### config.mk
export PLATFORM = sky130hd
export DESIGN_NAME = weight_ram_loader_flat
export DESIGN_NICKNAME = d
export VERILOG_FILES = /design/src/rtl/weight_ram_loader_pkg.sv /design/src/rtl/weight_ram_loader_if.sv /design/src/rtl/weight_ram_loader_row_packer.sv /design/src/rtl/weight_ram_loader.sv /design/src/flat_wrapper.sv
export SDC_FILE = /design/constraint.sdc
export NUM_CORES = 1
export LEC_CHECK = 0
export CAP_MARGIN = 20
export CORE_MARGIN = 3
export CORE_UTILIZATION = 45
export DETAILED_ROUTE_END_ITERATION = 16
export GPL_ROUTABILITY_DRIVEN = 1
export PLACE_DENSITY = 0.71
export SYNTH_ARGS = -nofsm -noshare
export SYNTH_HDL_FRONTEND = slang
export SYNTH_SLANG_ARGS = --single-unit
### constraint.sdc
create_clock -name clk -period 6.85 [get_ports clk]
set_input_delay 1.37 -clock clk [delete_from_list [all_inputs] [get_ports clk]]
set_output_delay 1.37 -clock clk [all_outputs]
set_load 0.05 [all_outputs]
### src/rtl/weight_ram_loader_pkg.sv
// Shared definitions for the weight RAM write-side loader: FSM state
// encoding and the floor-log2 helper also used by the weight RAM to size
// its address bus.
package weight_ram_loader_pkg;

  // Fixed 2-bit state codes, kept as named constants so that other blocks
  // (e.g. debug taps) can decode the state without the enum type.
  localparam logic [1:0] ST_IDLE  = 2'd0;
  localparam logic [1:0] ST_FILL  = 2'd1;
  localparam logic [1:0] ST_WRITE = 2'd2;
  localparam logic [1:0] ST_DONE  = 2'd3;

  typedef enum logic [1:0] {
    IDLE  = ST_IDLE,
    FILL  = ST_FILL,
    WRITE = ST_WRITE,
    DONE  = ST_DONE
  } state_t;

  // floor(log2(value)); returns 0 for value <= 1.
  function automatic int flog2(input int value);
    int result;
    int rem;
    result = 32'sd0;
    rem    = value;
    while (rem > 32'sd1) begin
      rem    = rem >>> 32'sd1;
      result = result + 32'sd1;
    end
    return result;
  endfunction

endpackage

### src/rtl/weight_ram_loader_if.sv
// Word stream plus RAM write port of the weight loader.
// slave  : the loader (consumes words, drives the RAM write port)
// master : the environment (word source and weight RAM)
interface weight_ram_loader_if #(
  parameter int NROW     = 16,
  parameter int NCOL     = 16,
  parameter int BITWIDTH = 18
) ();
  import weight_ram_loader_pkg::*;

  localparam int ADDR_BITWIDTH = flog2(NCOL);

  logic [BITWIDTH-1:0]      wordIn;
  logic                     wordValid;
  logic                     wordReady;
  logic [ADDR_BITWIDTH-1:0] addressIn;
  logic [BITWIDTH*NROW-1:0] rowIn;
  logic                     writeEn;

  modport slave (
    input  wordIn,
    input  wordValid,
    output wordReady,
    output addressIn,
    output rowIn,
    output writeEn
  );

  modport master (
    output wordIn,
    output wordValid,
    input  wordReady,
    input  addressIn,
    input  rowIn,
    input  writeEn
  );

endinterface

### src/rtl/weight_ram_loader_row_packer.sv
// Row assembly for the weight loader: a word counter and a row register
// into which each accepted word is inserted at its slot. The row is not
// cleared between rows; every slot is rewritten before the row is used.
module weight_row_packer
  import weight_ram_loader_pkg::*;
#(
  parameter int NROW     = 16,
  parameter int BITWIDTH = 18
) (
  input  logic                     clk,
  input  logic                     reset,
  input  logic                     clear,
  input  logic                     load,
  input  logic [BITWIDTH-1:0]      word,
  output logic [BITWIDTH*NROW-1:0] row,
  output logic                     full
);

  localparam int              CNT_W     = flog2(NROW) + 32'sd1;
  localparam logic [CNT_W-1:0] LAST_SLOT = CNT_W'(NROW - 32'sd1);

  logic [CNT_W-1:0]         count_r;
  logic [BITWIDTH*NROW-1:0] row_r;

  // Word counter: cleared at the start of every row, advanced per accepted word.
  always_ff @(posedge clk) begin
    if (reset) begin
      count_r <= '0;
    end else if (clear) begin
      count_r <= '0;
    end else if (load) begin
      count_r <= count_r + CNT_W'(1'b1);
    end else begin
      count_r <= count_r;
    end
  end

  // Row register: store the accepted word verbatim in slot count_r.
  always_ff @(posedge clk) begin
    if (reset) begin
      row_r <= '0;
    end else if (load) begin
      row_r[int'(count_r)*BITWIDTH +: BITWIDTH] <= word;
    end else begin
      row_r <= row_r;
    end
  end

  assign row = row_r;
  // High while the next accepted word lands in the last slot of the row.
  assign full = (count_r == LAST_SLOT);

endmodule

### src/rtl/weight_ram_loader.sv
// Write-side sequencer for the weight RAM. Packs NROW incoming words into
// one row, writes it to the next column address for one cycle and repeats
// for all NCOL columns, then pulses done. All outputs are registered so
// the RAM (capturing on negedge) sees them stable half a cycle early.
module weight_ram_loader
  import weight_ram_loader_pkg::*;
#(
  parameter int NROW     = 16,
  parameter int NCOL     = 16,
  parameter int BITWIDTH = 18
) (
  input  logic                      clk,
  input  logic                      reset,
  input  logic                      start,
  weight_ram_loader_if.slave        bus,
  output logic                      busy,
  output logic                      done
);

  localparam int                       ADDR_BITWIDTH = flog2(NCOL);
  localparam logic [ADDR_BITWIDTH-1:0] LAST_COL      = ADDR_BITWIDTH'(NCOL - 32'sd1);

  state_t                   state_r;
  state_t                   state_next;
  logic [ADDR_BITWIDTH-1:0] col_r;
  logic                     word_ready_r;
  logic                     write_en_r;
  logic                     busy_r;
  logic                     done_r;

  logic                     handshake_s;
  logic                     pk_load_s;
  logic                     pk_clear_s;
  logic                     pk_full_s;
  logic [BITWIDTH*NROW-1:0] pk_row_s;
  logic                     col_clear_s;
  logic                     col_inc_s;

  // wordReady is registered and high only in FILL, so it doubles as the
  // "in FILL" qualifier for the handshake.
  assign handshake_s = bus.wordValid && word_ready_r;

  weight_row_packer #(
    .NROW     (NROW),
    .BITWIDTH (BITWIDTH)
  ) u_packer (
    .clk   (clk),
    .reset (reset),
    .clear (pk_clear_s),
    .load  (pk_load_s),
    .word  (bus.wordIn),
    .row   (pk_row_s),
    .full  (pk_full_s)
  );

  // State register.
  always_ff @(posedge clk) begin
    if (reset) begin
      state_r <= IDLE;
    end else begin
      state_r <= state_next;
    end
  end

  // Next-state logic and counter control strobes.
  always_comb begin
    state_next  = state_r;
    pk_load_s   = 1'b0;
    pk_clear_s  = 1'b0;
    col_clear_s = 1'b0;
    col_inc_s   = 1'b0;
    case (state_r)
      IDLE: begin
        if (start) begin
          state_next  = FILL;
          pk_clear_s  = 1'b1;
          col_clear_s = 1'b1;
        end else begin
          state_next = IDLE;
        end
      end
      FILL: begin
        pk_load_s = handshake_s;
        if (handshake_s && pk_full_s) begin
          state_next = WRITE;
        end else begin
          state_next = FILL;
        end
      end
      WRITE: begin
        if (col_r == LAST_COL) begin
          state_next = DONE;
        end else begin
          state_next = FILL;
          col_inc_s  = 1'b1;
          pk_clear_s = 1'b1;
        end
      end
      DONE: begin
        state_next = IDLE;
      end
      default: begin
        state_next = IDLE;
      end
    endcase
  end

  // Column counter: doubles as the registered RAM address; it is never
  // advanced past the last column, so it holds through DONE.
  always_ff @(posedge clk) begin
    if (reset) begin
      col_r <= '0;
    end else if (col_clear_s) begin
      col_r <= '0;
    end else if (col_inc_s) begin
      col_r <= col_r + ADDR_BITWIDTH'(1'b1);
    end else begin
      col_r <= col_r;
    end
  end

  // Registered status/strobe outputs decoded from the state being entered,
  // so each is valid for exactly the cycles the FSM spends in that state.
  always_ff @(posedge clk) begin
    if (reset) begin
      word_ready_r <= 1'b0;
      write_en_r   <= 1'b0;
      busy_r       <= 1'b0;
      done_r       <= 1'b0;
    end else begin
      word_ready_r <= (state_next == FILL);
      write_en_r   <= (state_next == WRITE);
      busy_r       <= (state_next != IDLE);
      done_r       <= (state_next == DONE);
    end
  end

  assign bus.wordReady = word_ready_r;
  assign bus.writeEn   = write_en_r;
  assign bus.addressIn = col_r;
  assign bus.rowIn     = pk_row_s;
  assign busy          = busy_r;
  assign done          = done_r;

endmodule

### src/flat_wrapper.sv
// flat-port wrapper written by rule: the top's interface ports become plain ports
module weight_ram_loader_flat import weight_ram_loader_pkg::*;
#(
  parameter int NROW     = 16,
  parameter int NCOL     = 16,
  parameter int BITWIDTH = 18
)
  (clk, reset, start, busy, done, bus_wordIn, bus_wordValid, bus_wordReady, bus_addressIn, bus_rowIn, bus_writeEn);
  weight_ram_loader_if #(.NROW(NROW), .NCOL(NCOL), .BITWIDTH(BITWIDTH)) bus_i ();
  input  logic clk;
  input  logic reset;
  input  logic start;
  output logic busy;
  output logic done;
  input wire logic [$bits(bus_i.wordIn)-1:0] bus_wordIn;
  input wire logic [$bits(bus_i.wordValid)-1:0] bus_wordValid;
  output wire logic [$bits(bus_i.wordReady)-1:0] bus_wordReady;
  output wire logic [$bits(bus_i.addressIn)-1:0] bus_addressIn;
  output wire logic [$bits(bus_i.rowIn)-1:0] bus_rowIn;
  output wire logic [$bits(bus_i.writeEn)-1:0] bus_writeEn;
  assign bus_i.wordIn = bus_wordIn;
  assign bus_i.wordValid = bus_wordValid;
  assign bus_wordReady = bus_i.wordReady;
  assign bus_addressIn = bus_i.addressIn;
  assign bus_rowIn = bus_i.rowIn;
  assign bus_writeEn = bus_i.writeEn;
  weight_ram_loader #(.NROW(NROW), .NCOL(NCOL), .BITWIDTH(BITWIDTH)) u_core (.clk(clk), .reset(reset), .start(start), .bus(bus_i), .busy(busy), .done(done));
endmodule
## After elaboration in Yosys (flattened, before gate mapping)

Cells that the tools add are included.

- Register bits after elaboration: 303
- Bits of input ports: 22
- Output and inout bits: 296
- Logic and storage cells: 39

- Add/sub/neg operators: 3
- $mul: 1
- Equality and inequality tests: 8
- Shift operators: 2
- Multiplexer cells: 11
- Reductions and logical operators: 6

Operators by type and width:

| kind | count |
|---|---|
| bitwise mux 288 bit | 1 |
| variable shift 18 x 33 -> 288 bit (first input constant) | 1 |
| indexed part select 18 x 33 -> 288 bit | 1 |
| negator 10 -> 33 bit | 1 |
| multiplier 5 x 4 -> 9 bit (second input constant) | 1 |
| == test 2 bit (second input constant) | 4 |
| one-hot mux 2 bit (4 select lines) | 1 |
| two-way mux 1 bit | 6 |
| adder 5 x 1 -> 5 bit (second input constant) | 1 |
| == test 5 x 4 -> 1 bit (second input constant) | 1 |
| adder 4 x 1 -> 4 bit (second input constant) | 1 |
| == test 2 x 1 -> 1 bit (second input constant) | 2 |
| == test 4 bit (second input constant) | 1 |
| two-way mux 2 bit | 2 |
| OR reduction 2 bit | 2 |
| logical AND 1 bit | 2 |
| logical NOT 2 bit | 1 |
| one-hot mux 1 bit (2 select lines) | 1 |
| nonzero test 2 bit | 1 |

## Logic depth before layout (Yosys ltp)

- Depth after elaboration: 5
- Mapped depth: 17
- Gate-level depth less buffers: 14

## Cells and area by module

From an unflattened synthesis, not the netlist that was laid out.

- Cells, all modules: 1916
- Area total of the unflattened synthesis: 16263.1 µm²

Modules (own cells, without submodules):

| module | times used | cells an instance | area an instance (µm²) | sequential area each (µm²) |
|---|---|---|---|---|
| weight_row_packer | 1 | 1872 | 15852.7 | 5865.6 |
| weight_ram_loader | 1 | 44 | 410.4 | 200.2 |

## Least setup slack after synthesis

Ideal clock, no wire load.

- Path type: register to register
- From: register u_core.u_packer.count_r[2]
- To: register u_core.u_packer.row_r[248] (netlist: u_core.u_packer.row[248])
- Library setup time: 73 ps
- Arrival: 4165 ps
- Required time: 6777 ps
- Setup slack: 2612 ps
- Cell stages (with the launch flop): 16
- Path buffers: 3
- Period minus slack after synthesis: 4238 ps
- Cells stage by stage: dfxtp_1 buf_6 clkbuf_1 inv_1 fa_1 nor4b_4 nand3_1 nor2_1 ha_1 clkinv_1 nor2_1 clkbuf_1 o21a_1 nand3_1 nor3_1 mux2i_1

- Longest elaborated chain between the ends: 4
- Elaborated cells between the ends (all ways): 5
- Classes of those cells: add/sub (1); mul (1); shift (2); mux (1)

Ends and longest elaborated chain:

| what | line | RTL |
|---|---|---|
| start: declaration | weight_ram_loader_row_packer.sv:22 | `logic [CNT_W-1:0] count_r;` |
| start signal: assignment | weight_ram_loader_row_packer.sv:32 | `count_r <= count_r + CNT_W'(1'b1);` |
| start signal: assignment | weight_ram_loader_row_packer.sv:34 | `count_r <= count_r;` |
| multiplier 5 x 4 -> 9 bit * | weight_ram_loader_row_packer.sv:43 | `row_r[int'(count_r)*BITWIDTH +: BITWIDTH] <= word;` |
| negator 10 -> 33 bit * | weight_ram_loader_row_packer.sv:43 |  |
| indexed part select 18 x 33 -> 288 bit or variable shift 18 x 33 -> 288 bit (tied branches) | weight_ram_loader_row_packer.sv:43 |  |
| bitwise mux 288 bit * | weight_ram_loader_row_packer.sv:43 |  |
| end signal: indexed assignment | weight_ram_loader_row_packer.sv:43 |  |
| end signal: assignment | weight_ram_loader_row_packer.sv:45 | `row_r <= row_r;` |
| end: declaration | weight_ram_loader_row_packer.sv:23 | `logic [BITWIDTH*NROW-1:0] row_r;` |

Mark *: on every way between the ends. The rest lies on a longest branch, timed or not.
A chain may end at the register's enable or synchronous reset.

## Worst setup path after layout

- From: register u_core.u_packer.count_r[1]
- To: register u_core.u_packer.row_r[211] (netlist: u_core.u_packer.row[211])

The elaborated chain is that of the path after synthesis.

==> qor.csv <==
metric,value,unit
run status,finished clean,
Seq pwr share,43.3,%
die area,38400,um^2
number of CTS-inserted buffers,34,
Pint,0.00307,W
clock tree from TritonCTS,done,
Placeable Area,35100,um^2
synthesized area divided by synthesized cell count,8.39,um^2
number of register bits inferred by synthesis,303,
number of pins with negative max-slew slack in the final report,0,
vias in the first global route,16800,
routed wire length,71.6,mm
cell count after placement,2584,
Yosys warnings,0,
combined area of all synthesized cells,16200,um^2
diodes inserted,0,
Die Span X,196,um
"Area growth, synth to finish",29.4,%
count of unique library cells instantiated by Yosys,88,
"Cell Count, Final, Fillers Out",2649,
largest net degree at the start of global routing,94,
DRC marker count from the first detailed-route iteration,2204,
shortest clock period the worst path allows after layout,5460,ps
Most used DFF post-synth,dfxtp_1,
maximum VDD drop,157,uV
quantity of I/O buffers inserted on ports,317,
Max Clk Rate,0.183,GHz
Setup Buffers After CTS,0,
combined area of the multi-input logic cells,9460,um^2
number of synthesized flops with an enable pin,0,
top post-synthesis cells by area,"dfxtp_1 37%, a21oi_1 6.4%, mux2i_1 5.2%, nand2_1 4.3%, nor3_1 4.3%",
number of top-level pins,318,
antenna violations before repair,0,
average detailed-routed wire length per instance,27.0,um
pin slew with the least headroom to its limit,1180,ps
gate count of the mapped netlist,1933,
total negative slack,0,ps
type of element launching the critical path,flop,
reg-to-reg critical path startpoint,u_core.u_packer.count_r[1],
RD Place Congestion,1.05,
number of H-tree levels,2,
Root Buffer,clkbuf_16,
FF+latch area,6070,um^2
highest-count cells in the layout ignoring fill and taps,"316 x clkdlybuf4s50_1, 303 x dfxtp_1, 207 x a21oi_1, 186 x nand2_1, 137 x nor3_1",
CTS Hold Buffers Added,0,
Sinks on Clock Net,303,
static leakage,6.96,nW
share of the clock period used by the worst path,79.7,%
register area share after synthesis,37.4,%
global-route usage over all layers,35.4,%
Mapped Nets,1965,
quantity of gates resized following cts,0,
total number of vias,17700,
count of unresolved DRC violations after routing,0,
clock network fraction of total power,49.5,%
initial core utilization,46.3,%
ratio of cells with drive above 1 in the final layout,9.12,%
Worst slew margin,21.1,%
Clock Tree Buf Depth,3,
Yosys top cell area share,37.4,%
"Worst Path Class, Setup",flop to flop,
remaining global-route overflow,0,
ratio of routed vias to standard cells,6.68,
Critical Path Source,u_core.u_packer.count_r[1],
type of destination of the critical path,flop,
worst clock skew,20.8,ps
nets,2200,
global-route wire length before repair,106,mm
half-perimeter wire length after placement,51.5,mm
proportion of register bits with asynchronous set or reset after synthesis,0,%
drt first pass iters,7,
number of max-capacitance violations reported,0,
die outline height,196,um
required time at the worst-slack endpoint,7270,ps
Fill cells,3094,
min-delay src,u_core.u_packer.row[286],
CP max FO,31,
setup violators final,0,
power density normalized to cell area,195,nW/um^2
data arrival time at the worst-slack endpoint,5880,ps
row cnt,68,
clock latency of the later-clocked register in the worst-skew pair,540,ps
final hold vios,0,
part of the total power dissipated in combinational logic,7.2,%
Psw,0.00101,W
type of the worst min-delay path,flop to flop,
"most common cell after layout, fill and taps aside",clkdlybuf4s50_1,
clock input transition at the sequential cells of the worst setup and hold paths,60,ps
Net Sw Frac,24.8,%
count of nets left with antenna violations after detail routing,0,
largest area contributor in the netlist,dfxtp_1,
unrepaired setup endpoints after global routing,false,
-- Yosys cell counts (44+ instances only) --
master    count
a211oi_1     44
a21oi_1     208
a22oi_1      49
a311oi_1     62
clkbuf_1    113
dfxtp_1     303
mux2i_1      84
nand2_1     186
nand3_1      82
nor2_1       75
nor3_1      138
o21ai_0      81
-- through the flow --
stage               cell area (um^2)  total power, W  util [%]  hold slack [ps]  worst slack, ps
finish                         21000         0.00408      59.9              461             1390
global route                   21000         0.00416      59.9              481             1000
CTS                            21000         0.00408      59.8              463             1490
detailed placement             19700         0.00209      56.3              451             1550
global placement               19700         0.00209      56.2              443             1780
floorplan                      16200         0.00198         -              526             2610
-- final cells by class --
| class | count | area share (%) |
|---|---|---|
| Clock inverter | 12 | 0.936 |
| Inverter | 19 | 0.340 |
| Clock buffer | 50 | 5.01 |
| Timing Repair Buffer | 368 | 17.0 |
| Tap cell | 455 | 2.71 |
| Sequential cell | 303 | 28.9 |
| Multi-Input combinational cell | 1442 | 45.1 |
-- per-layer routing --
metal | share of wire [%] | up-vias | routed length [um] | global-route usage [%]
met5 | 0 | - | 0 | 0
met4 | 4.4 | 0 | 3120 | 14.2
met3 | 11 | 192 | 7900 | 7.45
met2 | 45 | 1216 | 32100 | 55.8
met1 | 40 | 8448 | 28400 | 47.5
li1 | - | 7831 | - | -
-- critical path: stages, from the launching register on --
cell      delay (ps)
dfxtp_1          640
ha_1             220
ha_1             180
inv_1             70
fa_1             670
nor4b_4          400
nand3_1          280
nor2_1           180
ha_1             150
buf_4            190
clkinv_1         280
nor2_1           520
o21ai_2          270
nor3_4           560
buf_12           270
a31oi_1          120
a211oi_1         320
-- cell families after synthesis --
logic type,count (synthesis),share of synthesized area (%)
compound gates,675,28.2
simple gates,613,18.6
flops,303,37.4
buf+inv,188,4.79
mux,128,9.22
xor+xnor,16,0.910
fa+ha+maj,10,0.817
-- power groups by stage --
| stage | clock network [W] | logic [W] | registers [W] |
|---|---|---|---|
| 2_1_floorplan | 0 | 0.000161 | 0.00182 |
| 6_report | 0.00202 | 0.000294 | 0.00177 |
| 4_1_cts | 0.00202 | 0.000283 | 0.00177 |
| 5_1_grt | 0.00209 | 0.000305 | 0.00177 |
| 3_3_place_gp | 0 | 0.000281 | 0.00181 |
| 3_5_place_dp | 0 | 0.000281 | 0.00181 |
-- flip-flops by register name (all words and copies together), names as in the netlist --
register / count
u_core.bus.addressIn: 4
u_core.bus.wordReady: 1
u_core.bus.writeEn: 1
u_core.busy: 1
u_core.done: 1
u_core.state_r: 2
u_core.u_packer.count_r: 5
u_core.u_packer.row: 288
-- final timing paths --
| kind | endpoint | slack (ps) | cells past startpoint |
|---|---|---|---|
| min | u_core.u_packer.row[286] | 460 | 2 |
| max | u_core.u_packer.row[211] | 1390 | 16 |
| min reg2reg | u_core.u_packer.row[286] | 460 | 2 |
| max reg2reg | u_core.u_packer.row[211] | 1390 | 16 |
No activity file was read; power rests on OpenSTA's default activity.
